### src/rtl/vector_mem_unit_if.sv
`default_nettype none
// ---------------------------------------------------------------------------
// vector_mem_unit_if : request, memory and vector-register-file bus bundle
// Rev 1.0
// ---------------------------------------------------------------------------
interface vector_mem_unit_if #(
  parameter int DATA_W = 256,
  parameter int MEM_W  = 32,
  parameter int ADDR_W = 32
);
  logic              start;
  logic              is_store;
  logic [ADDR_W-1:0] base_addr;
  logic [4:0]        rd_in;
  logic [DATA_W-1:0] store_data;
  logic              busy;
  logic              done;
  logic              err;
  logic [ADDR_W-1:0] mem_addr;
  logic              mem_we;
  logic [MEM_W-1:0]  mem_wdata;
  logic [MEM_W-1:0]  mem_rdata;
  logic              vreg_we;
  logic [4:0]        vreg_rd;
  logic [DATA_W-1:0] vreg_wdata;

  // Unit side: takes requests and memory read data, drives everything else.
  modport slave (
    input  start, is_store, base_addr, rd_in, store_data, mem_rdata,
    output busy, done, err, mem_addr, mem_we, mem_wdata, vreg_we, vreg_rd, vreg_wdata
  );

  // Core / memory side.
  modport master (
    output start, is_store, base_addr, rd_in, store_data, mem_rdata,
    input  busy, done, err, mem_addr, mem_we, mem_wdata, vreg_we, vreg_rd, vreg_wdata
  );
endinterface
`default_nettype wire

### src/rtl/vector_mem_unit.sv
`default_nettype none
// ---------------------------------------------------------------------------
// vector_mem_unit : multi-cycle vector load/store between memory and vector RF
// Rev 1.0
// ---------------------------------------------------------------------------
module vector_mem_unit #(
  parameter int DATA_W = 256,
  parameter int MEM_W  = 32,
  parameter int ADDR_W = 32
) (
  input  wire logic          clk,
  input  wire logic          rst,
  vector_mem_unit_if.slave   vmu
);
  localparam int BEATS = DATA_W / MEM_W;
  localparam int CNT_W = (BEATS > 1) ? $clog2(BEATS) : 1;
  localparam logic [CNT_W-1:0]  C_LAST = CNT_W'(BEATS - 1);
  localparam logic [ADDR_W-1:0] C_STEP = ADDR_W'(MEM_W / 8);

  typedef enum logic [2:0] {
    S_IDLE, S_LOAD, S_LOAD_TAIL, S_WB, S_STORE, S_FIN, S_REJECT
  } state_e;

  state_e            state_q, state_d;
  logic [CNT_W-1:0]  cnt_q, cnt_d;
  logic [DATA_W-1:0] buf_q, buf_d;
  logic              busy_q, busy_d;
  logic              done_q, done_d;
  logic              err_q, err_d;
  logic [ADDR_W-1:0] mem_addr_q, mem_addr_d;
  logic              mem_we_q, mem_we_d;
  logic [MEM_W-1:0]  mem_wdata_q, mem_wdata_d;
  logic              vreg_we_q, vreg_we_d;
  logic [4:0]        vreg_rd_q, vreg_rd_d;

  logic [CNT_W-1:0]  cnt_prev, cnt_next;
  assign cnt_prev = cnt_q - CNT_W'(1);
  assign cnt_next = cnt_q + CNT_W'(1);

  always_comb begin
    state_d     = state_q;
    cnt_d       = cnt_q;
    buf_d       = buf_q;
    done_d      = 1'b0;
    err_d       = 1'b0;
    mem_addr_d  = mem_addr_q;
    mem_we_d    = 1'b0;
    mem_wdata_d = mem_wdata_q;
    vreg_we_d   = 1'b0;
    vreg_rd_d   = vreg_rd_q;
    case (state_q)
      S_IDLE: begin
        if (vmu.start) begin
          if (!vmu.rd_in[4] || (vmu.base_addr[1:0] != 2'b00)) begin
            state_d = S_REJECT;
            done_d  = 1'b1;
            err_d   = 1'b1;
          end else begin
            cnt_d      = '0;
            mem_addr_d = vmu.base_addr;
            vreg_rd_d  = vmu.rd_in;
            if (vmu.is_store) begin
              // The whole vector is snapshotted here so later store_data changes are ignored.
              state_d     = S_STORE;
              buf_d       = vmu.store_data;
              mem_we_d    = 1'b1;
              mem_wdata_d = vmu.store_data[MEM_W-1:0];
            end else begin
              state_d = S_LOAD;
            end
          end
        end
      end
      S_LOAD: begin
        // Read data trails the address by one cycle, so beat cnt-1 lands now.
        if (cnt_q != '0) begin
          buf_d[MEM_W*int'(cnt_prev) +: MEM_W] = vmu.mem_rdata;
        end
        if (cnt_q == C_LAST) begin
          state_d = S_LOAD_TAIL;
        end else begin
          cnt_d      = cnt_next;
          mem_addr_d = mem_addr_q + C_STEP;
        end
      end
      S_LOAD_TAIL: begin
        buf_d[MEM_W*int'(C_LAST) +: MEM_W] = vmu.mem_rdata;
        state_d   = S_WB;
        vreg_we_d = 1'b1;
        done_d    = 1'b1;
      end
      S_STORE: begin
        if (cnt_q == C_LAST) begin
          state_d = S_FIN;
          done_d  = 1'b1;
        end else begin
          cnt_d       = cnt_next;
          mem_we_d    = 1'b1;
          mem_addr_d  = mem_addr_q + C_STEP;
          mem_wdata_d = buf_q[MEM_W*int'(cnt_next) +: MEM_W];
        end
      end
      S_WB, S_FIN, S_REJECT: state_d = S_IDLE;
      default:               state_d = S_IDLE;
    endcase
    busy_d = (state_d != S_IDLE);
  end

  always_ff @(posedge clk) begin
    if (rst) begin
      state_q     <= S_IDLE;
      cnt_q       <= '0;
      buf_q       <= '0;
      busy_q      <= 1'b0;
      done_q      <= 1'b0;
      err_q       <= 1'b0;
      mem_addr_q  <= '0;
      mem_we_q    <= 1'b0;
      mem_wdata_q <= '0;
      vreg_we_q   <= 1'b0;
      vreg_rd_q   <= '0;
    end else begin
      state_q     <= state_d;
      cnt_q       <= cnt_d;
      buf_q       <= buf_d;
      busy_q      <= busy_d;
      done_q      <= done_d;
      err_q       <= err_d;
      mem_addr_q  <= mem_addr_d;
      mem_we_q    <= mem_we_d;
      mem_wdata_q <= mem_wdata_d;
      vreg_we_q   <= vreg_we_d;
      vreg_rd_q   <= vreg_rd_d;
    end
  end

  assign vmu.busy       = busy_q;
  assign vmu.done       = done_q;
  assign vmu.err        = err_q;
  assign vmu.mem_addr   = mem_addr_q;
  assign vmu.mem_we     = mem_we_q;
  assign vmu.mem_wdata  = mem_wdata_q;
  assign vmu.vreg_we    = vreg_we_q;
  assign vmu.vreg_rd    = vreg_rd_q;
  assign vmu.vreg_wdata = buf_q;
endmodule
`default_nettype wire
### src/flat_wrapper.sv
// flat-port wrapper written by rule: the top's interface ports become plain ports
module vector_mem_unit_flat 
#(
  parameter int DATA_W = 256,
  parameter int MEM_W  = 32,
  parameter int ADDR_W = 32
)
  (clk, rst, vmu_start, vmu_is_store, vmu_base_addr, vmu_rd_in, vmu_store_data, vmu_mem_rdata, vmu_busy, vmu_done, vmu_err, vmu_mem_addr, vmu_mem_we, vmu_mem_wdata, vmu_vreg_we, vmu_vreg_rd, vmu_vreg_wdata);
  vector_mem_unit_if #(.DATA_W(DATA_W), .MEM_W(MEM_W), .ADDR_W(ADDR_W)) vmu_i ();
  input  wire logic clk;
  input  wire logic rst;
  input wire logic [$bits(vmu_i.start)-1:0] vmu_start;
  input wire logic [$bits(vmu_i.is_store)-1:0] vmu_is_store;
  input wire logic [$bits(vmu_i.base_addr)-1:0] vmu_base_addr;
  input wire logic [$bits(vmu_i.rd_in)-1:0] vmu_rd_in;
  input wire logic [$bits(vmu_i.store_data)-1:0] vmu_store_data;
  input wire logic [$bits(vmu_i.mem_rdata)-1:0] vmu_mem_rdata;
  output wire logic [$bits(vmu_i.busy)-1:0] vmu_busy;
  output wire logic [$bits(vmu_i.done)-1:0] vmu_done;
  output wire logic [$bits(vmu_i.err)-1:0] vmu_err;
  output wire logic [$bits(vmu_i.mem_addr)-1:0] vmu_mem_addr;
  output wire logic [$bits(vmu_i.mem_we)-1:0] vmu_mem_we;
  output wire logic [$bits(vmu_i.mem_wdata)-1:0] vmu_mem_wdata;
  output wire logic [$bits(vmu_i.vreg_we)-1:0] vmu_vreg_we;
  output wire logic [$bits(vmu_i.vreg_rd)-1:0] vmu_vreg_rd;
  output wire logic [$bits(vmu_i.vreg_wdata)-1:0] vmu_vreg_wdata;
  assign vmu_i.start = vmu_start;
  assign vmu_i.is_store = vmu_is_store;
  assign vmu_i.base_addr = vmu_base_addr;
  assign vmu_i.rd_in = vmu_rd_in;
  assign vmu_i.store_data = vmu_store_data;
  assign vmu_i.mem_rdata = vmu_mem_rdata;
  assign vmu_busy = vmu_i.busy;
  assign vmu_done = vmu_i.done;
  assign vmu_err = vmu_i.err;
  assign vmu_mem_addr = vmu_i.mem_addr;
  assign vmu_mem_we = vmu_i.mem_we;
  assign vmu_mem_wdata = vmu_i.mem_wdata;
  assign vmu_vreg_we = vmu_i.vreg_we;
  assign vmu_vreg_rd = vmu_i.vreg_rd;
  assign vmu_vreg_wdata = vmu_i.vreg_wdata;
  vector_mem_unit #(.DATA_W(DATA_W), .MEM_W(MEM_W), .ADDR_W(ADDR_W)) u_core (.clk(clk), .rst(rst), .vmu(vmu_i));
endmodule
### config.mk
export PLATFORM = sky130hd
export DESIGN_NAME = vector_mem_unit_flat
export DESIGN_NICKNAME = d
export VERILOG_FILES = /design/src/rtl/vector_mem_unit_if.sv /design/src/rtl/vector_mem_unit.sv /design/src/flat_wrapper.sv
export SDC_FILE = /design/constraint.sdc
export NUM_CORES = 1
export LEC_CHECK = 0
export CAP_MARGIN = 20
export CELL_PAD_IN_SITES_DETAIL_PLACEMENT = 0
export CELL_PAD_IN_SITES_GLOBAL_PLACEMENT = 1
export CORE_ASPECT_RATIO = 0.8
export CORE_MARGIN = 8
export CORE_UTILIZATION = 33
export CTS_CLUSTER_SIZE = 10
export DETAILED_ROUTE_END_ITERATION = 7
export GPL_ROUTABILITY_DRIVEN = 1
export HOLD_SLACK_MARGIN = 0.06
export PLACE_DENSITY = 0.83
export SLEW_MARGIN = 0
export SYNTH_ARGS = -nofsm -noshare
export SYNTH_HDL_FRONTEND = slang
export SYNTH_SLANG_ARGS = --single-unit
### constraint.sdc
create_clock -name clk -period 4.45 [get_ports clk]
set_input_delay 0.445 -clock clk [delete_from_list [all_inputs] [get_ports clk]]
set_output_delay 0.445 -clock clk [all_outputs]
set_load 0.05 [all_outputs]
Yosys cells after proc, flatten, opt, wreduce, memory -nomap -nowiden

Cells that the tools add are included.

Output and inout port bits: 330
Logic and storage cells: 84
Bits of input ports: 329
Flip-flop bits (word level): 336

Reduce and logical (&&, ||, !) cells: 17
Shift operators: 3
Add/sub/neg operators: 4
Mux-type cells: 36
Bitwise logic cells: 2
Equal/unequal tests: 10

Operators with widths:

| operator                  | count |
|---|---|
| $mux 256                  | 4 |
| $pmux 224 s2              | 1 |
| $bwmux 256                | 1 |
| $shift 32x33->256 const A | 1 |
| $shiftx 256x9->32         | 1 |
| $shiftx 32x33->256        | 1 |
| $mux 32                   | 7 |
| $pmux 32 s2               | 2 |
| $pmux 32 s3               | 1 |
| $neg 8->33                | 1 |
| $add 32x3->32 const B     | 1 |
| $mux 3                    | 8 |
| $reduce_and 5->1          | 3 |
| $pmux 3 s4                | 1 |
| $ne 2x2->1 const B        | 5 |
| $reduce_bool 3->1         | 3 |
| $mux 1                    | 8 |
| $reduce_bool 2->1         | 4 |
| $eq 3x3->1 const B        | 2 |
| $pmux 3 s2                | 1 |
| $reduce_and 4->1          | 1 |
| $reduce_or 2->1           | 2 |
| $add 3x1->3 const B       | 1 |
| $eq 3x1->1 const B        | 1 |
| 10 further kinds          | 11 |

Depth between registers and ports, before layout

Word-level depth: 6
Mapped depth: 14
Depth with buffers taken out: 9

Worst setup path before layout

OpenSTA, ideal clock, no wires.

Kind: register to register
Start: reg u_core.cnt_q[0]
End: reg u_core.buf_q[251], in the netlist u_core.vmu.vreg_wdata[251]
Setup time: 0.071 ns
Clock period less this slack: 3.291 ns
Arrival time: 3.221 ns
Slack: 1.159 ns
Path buffers: 5
Stages on the path, launching flop included: 15
Data required time: 4.379 ns
Path through: dfxtp_1 > buf_2 > inv_1 > clkbuf_1 > ha_1 > ha_1 > ha_1 > clkbuf_1 > a31oi_1 > and2_1 > clkbuf_1 > a22oi_1 > clkbuf_1 > o21ai_0 > a21oi_1

Word-level cells in the longest chain between the ends: 6
Elaborated cells on any way between the ends: 10
Classes of those cells: add/sub (2); eq/ne (1); shift (2); mux (3); reduce/logical (2)

RTL lines:

| what                                                           | line                   | RTL |
|---|---|---|
| start: declaration                                             | vector_mem_unit.sv:25  | `logic [CNT_W-1:0] cnt_q, cnt_d;` |
| start signal: assignment                                       | vector_mem_unit.sv:124 | `cnt_q <= cnt_d;` |
| $sub 3x1->3                                                    | vector_mem_unit.sv:37  | `assign cnt_prev = cnt_q - CNT_W'(1);` |
| $neg 8->33                                                     | vector_mem_unit.sv:77  | `buf_d[MEM_W*int'(cnt_prev) +: MEM_W] = vmu.mem_rdata;` |
| $shiftx 32x33->256 / $shift 32x33->256 (equally long branches) | vector_mem_unit.sv:77  |  |
| $bwmux 256                                                     | vector_mem_unit.sv:77  |  |
| $mux 256                                                       | vector_mem_unit.sv:76  | `if (cnt_q != '0) begin` |
| $pmux 32 s3                                                    | vector_mem_unit.sv:51  | `case (state_q)` |
| end signal: assignment                                         | vector_mem_unit.sv:125 | `buf_q <= buf_d;` |
| end: declaration                                               | vector_mem_unit.sv:26  | `logic [DATA_W-1:0] buf_q, buf_d;` |

Several ways; a longest one is shown, not always the timed one. The select of a mux whose other input is x is not followed.
A chain may end at the register's enable or synchronous reset.

Worst setup path after layout

Start: reg u_core.cnt_q[1]
End: reg u_core.buf_q[230], in the netlist u_core.vmu.vreg_wdata[230]

Same word-level chain as after synthesis.

==> impl_metrics.py <==
metrics = {
    "outcome": {
        "status": "finished, final reports clean",
    },
    "timing": {
        "period_share": 0.783,
        "fin_skew_ns": 0.0136,
        "fin_tns_setup_ns": 0,
        "rsz0062_at_grt": "false",
        "slew_violations": 0,
        "setup_viol": 0,
        "relSlewSlack": 0.290,
        "fmax_mhz": 287,
        "finalCriticalPeriod_ns": 3.48,
        "tightest_slew_ns": 1.06,
        "hold_viol_final": 0,
    },
    "cts": {
        "cts_max_path_buffers": 3,
        "cts_hold_buf": 0,
        "root_buffer": "clkbuf_16",
        "cts_sinks": 336,
        "cts_tree": "built",
        "cts_max_level": 2,
        "post_cts_buffers": 0,
        "numCtsBuffers": 41,
        "clock_latency_ns": 0.54,
        "cts.clk_slew.worst_paths_ns": 0.06,
        "post_cts_resized": 0,
    },
    "hold_path": {
        "hold_class": "in -> reg",
    },
    "logic_synthesis": {
        "synth-main-ff-cell": "dfxtp_1",
        "netlist_instances": 2015,
        "avgSynthCellArea_um2": 8.85,
        "yosysSeqAreaShare": 0.377,
        "ys_seq_elements": 336,
        "synth_cell_types": 67,
        "synth_fp_nets": 2353,
        "async_flop_share": 0,
        "syn_area_mm2": 0.0178,
        "synth-edff-count": 0,
        "yosys_warnings": 0,
    },
    "drt": {
        "drt_iter0_markers": 2110,
        "via_count": 19556,
        "drt_wl_total_um": 92200,
        "antenna_left": 0,
        "routedWlPerCell_um": 28.4,
        "first_pass_iters": 6,
        "vias_per_cell": 6.02,
        "drc": 0,
    },
    "power_and_ir_drop": {
        "power_switching_uw": 4730,
        "p_comb_frac": 0.415,
        "switching_share": 0.414,
        "vdd_drop_max_v": 0.000318,
        "finalPower_uw": 11400,
        "seq_power_share": 0.317,
        "p_leak_uw": 0.00824,
        "pwr-share-clk": 0.268,
        "p_int_uw": 6700,
        "p_per_area_mw_per_mm2": 440,
    },
    "global_routing": {
        "antenna_found_initial": 20,
        "grt_pass1_vias": 19052,
        "grt.overflow.total": 0,
        "grt_pass1_wl_um": 132000,
        "grt_max_degree": 147,
        "grt_usage": 0.281,
    },
    "die": {
        "boundaryPins": 659,
        "die_w_um": 276,
        "start_util": 0.332,
        "die_area_mm2": 0.0618,
        "core_mm2": 0.0536,
        "row_count": 76,
        "dieHeight_um": 224,
    },
    "finish": {
        "drive_above_1_share": 0.109,
        "final_cell_mix": "657 x clkdlybuf4s50_1, 334 x dfxtp_1, 260 x nor2_1, 198 x a22oi_1, 166 x nand2_1",
        "nFillCells": 4967,
        "fin_nets": 2855,
        "area_delta_synth_final_pct": 45.7,
        "layout_commonest_cell": "clkdlybuf4s50_1",
    },
    "critical_path": {
        "end_kind": "register",
        "max_stage_delay_ns": 0.77,
        "critPathRequiredTime_ns": 4.91,
        "crit_fanout": 18,
        "start_kind": "register",
        "path_class": "reg -> reg",
        "cp_cell_sequence": "inv_1 -> ha_4 -> ha_1 -> ha_1 -> a31oi_1 -> and2_2 -> a22oi_2 -> buf_4 -> nor3_1 -> nor3_1",
        "path_delay_family": "adder cells",
        "worstPathArrival_ns": 3.94,
        "worst_path_max_delay_cell": "a22oi_2",
        "crit_buf_inv": 2,
    },
    "job": {
        "maxCapViolations": 0,
    },
    "placement": {
        "dp_hpwl_um": 65300,
        "gp_congestion": 0.884,
        "io_buffers": 658,
    },
}
-- cell type report --
class / instances / area, um2 / area share
Multi-Input combinational cell: 1420 / 10100 / 0.388
Sequential cell: 336 / 6730 / 0.259
Clock buffer: 51 / 1110 / 0.0426
Inverter: 9 / 33.8 / 0.00130
Timing Repair Buffer: 709 / 7070 / 0.272
Clock inverter: 5 / 32.5 / 0.00125
Tap cell: 702 / 878 / 0.0338
Antenna cell: 17 / 42.5 / 0.00164
-- worst reg2reg max path: stages (launching register included) --
cell     delay [ns]
dfxtp_1        0.38
inv_1          0.10
ha_4           0.18
ha_1           0.37
ha_1           0.49
a31oi_1        0.11
and2_2         0.28
a22oi_2        0.77
buf_4          0.43
nor3_1         0.11
nor3_1         0.17
-- per-stage QoR --
| step | instance area, um2 | instances | hold WS, ns | setup WS [ns] | utilization |
|---|---|---|---|---|---|
| 3_5_place_dp | 24800 | 3175 | 0.442 | 1.00 | 0.462 |
| 3_3_place_gp | 24800 | 3175 | 0.434 | 1.08 | 0.462 |
| 6_report | 26000 | 3249 | 0.391 | 0.967 | 0.485 |
| 4_1_cts | 25900 | 3231 | 0.377 | 0.973 | 0.483 |
| 2_1_floorplan | 17800 | 2015 | 0.449 | 1.16 | - |
| 5_1_grt | 26000 | 3246 | 0.403 | 0.699 | 0.484 |
-- flip-flops by register name, indices dropped and copies added (netlist names) --
signal                 flops
u_core.vmu.busy            1
u_core.vmu.err             1
u_core.vmu.vreg_wdata    256
u_core.vmu.vreg_rd         5
u_core.vmu.mem_addr       32
u_core.vmu.vreg_we         1
u_core.vmu.done            1
u_core.state_q             3
u_core.vmu.mem_wdata      32
u_core.vmu.mem_we          1
u_core.cnt_q               3
-- Yosys cell counts (8+ instances only) --
master / number / share of area
buf_4: 13 / 0.0055
and2_1: 8 / 0.0028
nor2_1: 263 / 0.055
nand3_1: 79 / 0.022
a22oi_1: 199 / 0.084
a311oi_1: 10 / 0.0049
a211oi_2: 44 / 0.031
ha_1: 9 / 0.0063
inv_1: 9 / 0.0019
a31oi_1: 8 / 0.0028
a21oi_1: 63 / 0.018
a311oi_2: 28 / 0.024
a22o_1: 35 / 0.017
mux4_2: 64 / 0.081
nand2_1: 166 / 0.035
buf_1: 15 / 0.0032
a221o_1: 27 / 0.015
nor3_1: 66 / 0.019
dfxtp_1: 336 / 0.38
clkbuf_1: 167 / 0.035
nand4_1: 11 / 0.0039
a211oi_1: 154 / 0.065
o21ai_0: 87 / 0.024
buf_2: 48 / 0.013
-- power by group through the flow --
stage / sequential (uW) / clock, uW / combinational [uW]
6_report: 3620 / 3060 / 4750
5_1_grt: 3650 / 3230 / 5030
4_1_cts: 3610 / 3110 / 4720
3_5_place_dp: 3670 / 0 / 4700
3_3_place_gp: 3660 / 0 / 4650
2_1_floorplan: 4430 / 0 / 2140
-- per-layer routing --
layer  share of wire  routed length (um)  up-vias  track usage
met2            0.46               42200     1050        0.447
met4           0.039                3620        8        0.109
met3           0.092                8530      176       0.0701
met5         0.00052                  48        -            0
met1            0.41               37800     9658        0.364
li1                -                   -     8664            -
-- path summary, 6_finish.rpt --
kind / slack [ns] / to / startpoint / depth (start not counted)
setup / recovery: 0.97 / u_core.vmu.vreg_wdata[230] / u_core.cnt_q[1] / 10
hold / removal: 0.39 / u_core.vmu.mem_addr[5] / rst / 2
setup reg to reg: 0.97 / u_core.vmu.vreg_wdata[230] / u_core.cnt_q[1] / 10
hold reg to reg: 0.45 / u_core.vmu.mem_wdata[30] / u_core.vmu.mem_wdata[30] / 2
-- logic make-up after synthesis --
| group | synth area share |
|---|---|
| compound gates | 0.310 |
| mux | 0.0855 |
| fa+ha+maj | 0.00632 |
| simple gates | 0.157 |
| buf+inv | 0.0636 |
| xor+xnor | 0.000491 |
| flops | 0.377 |
(Power assumes the default switching activity.)
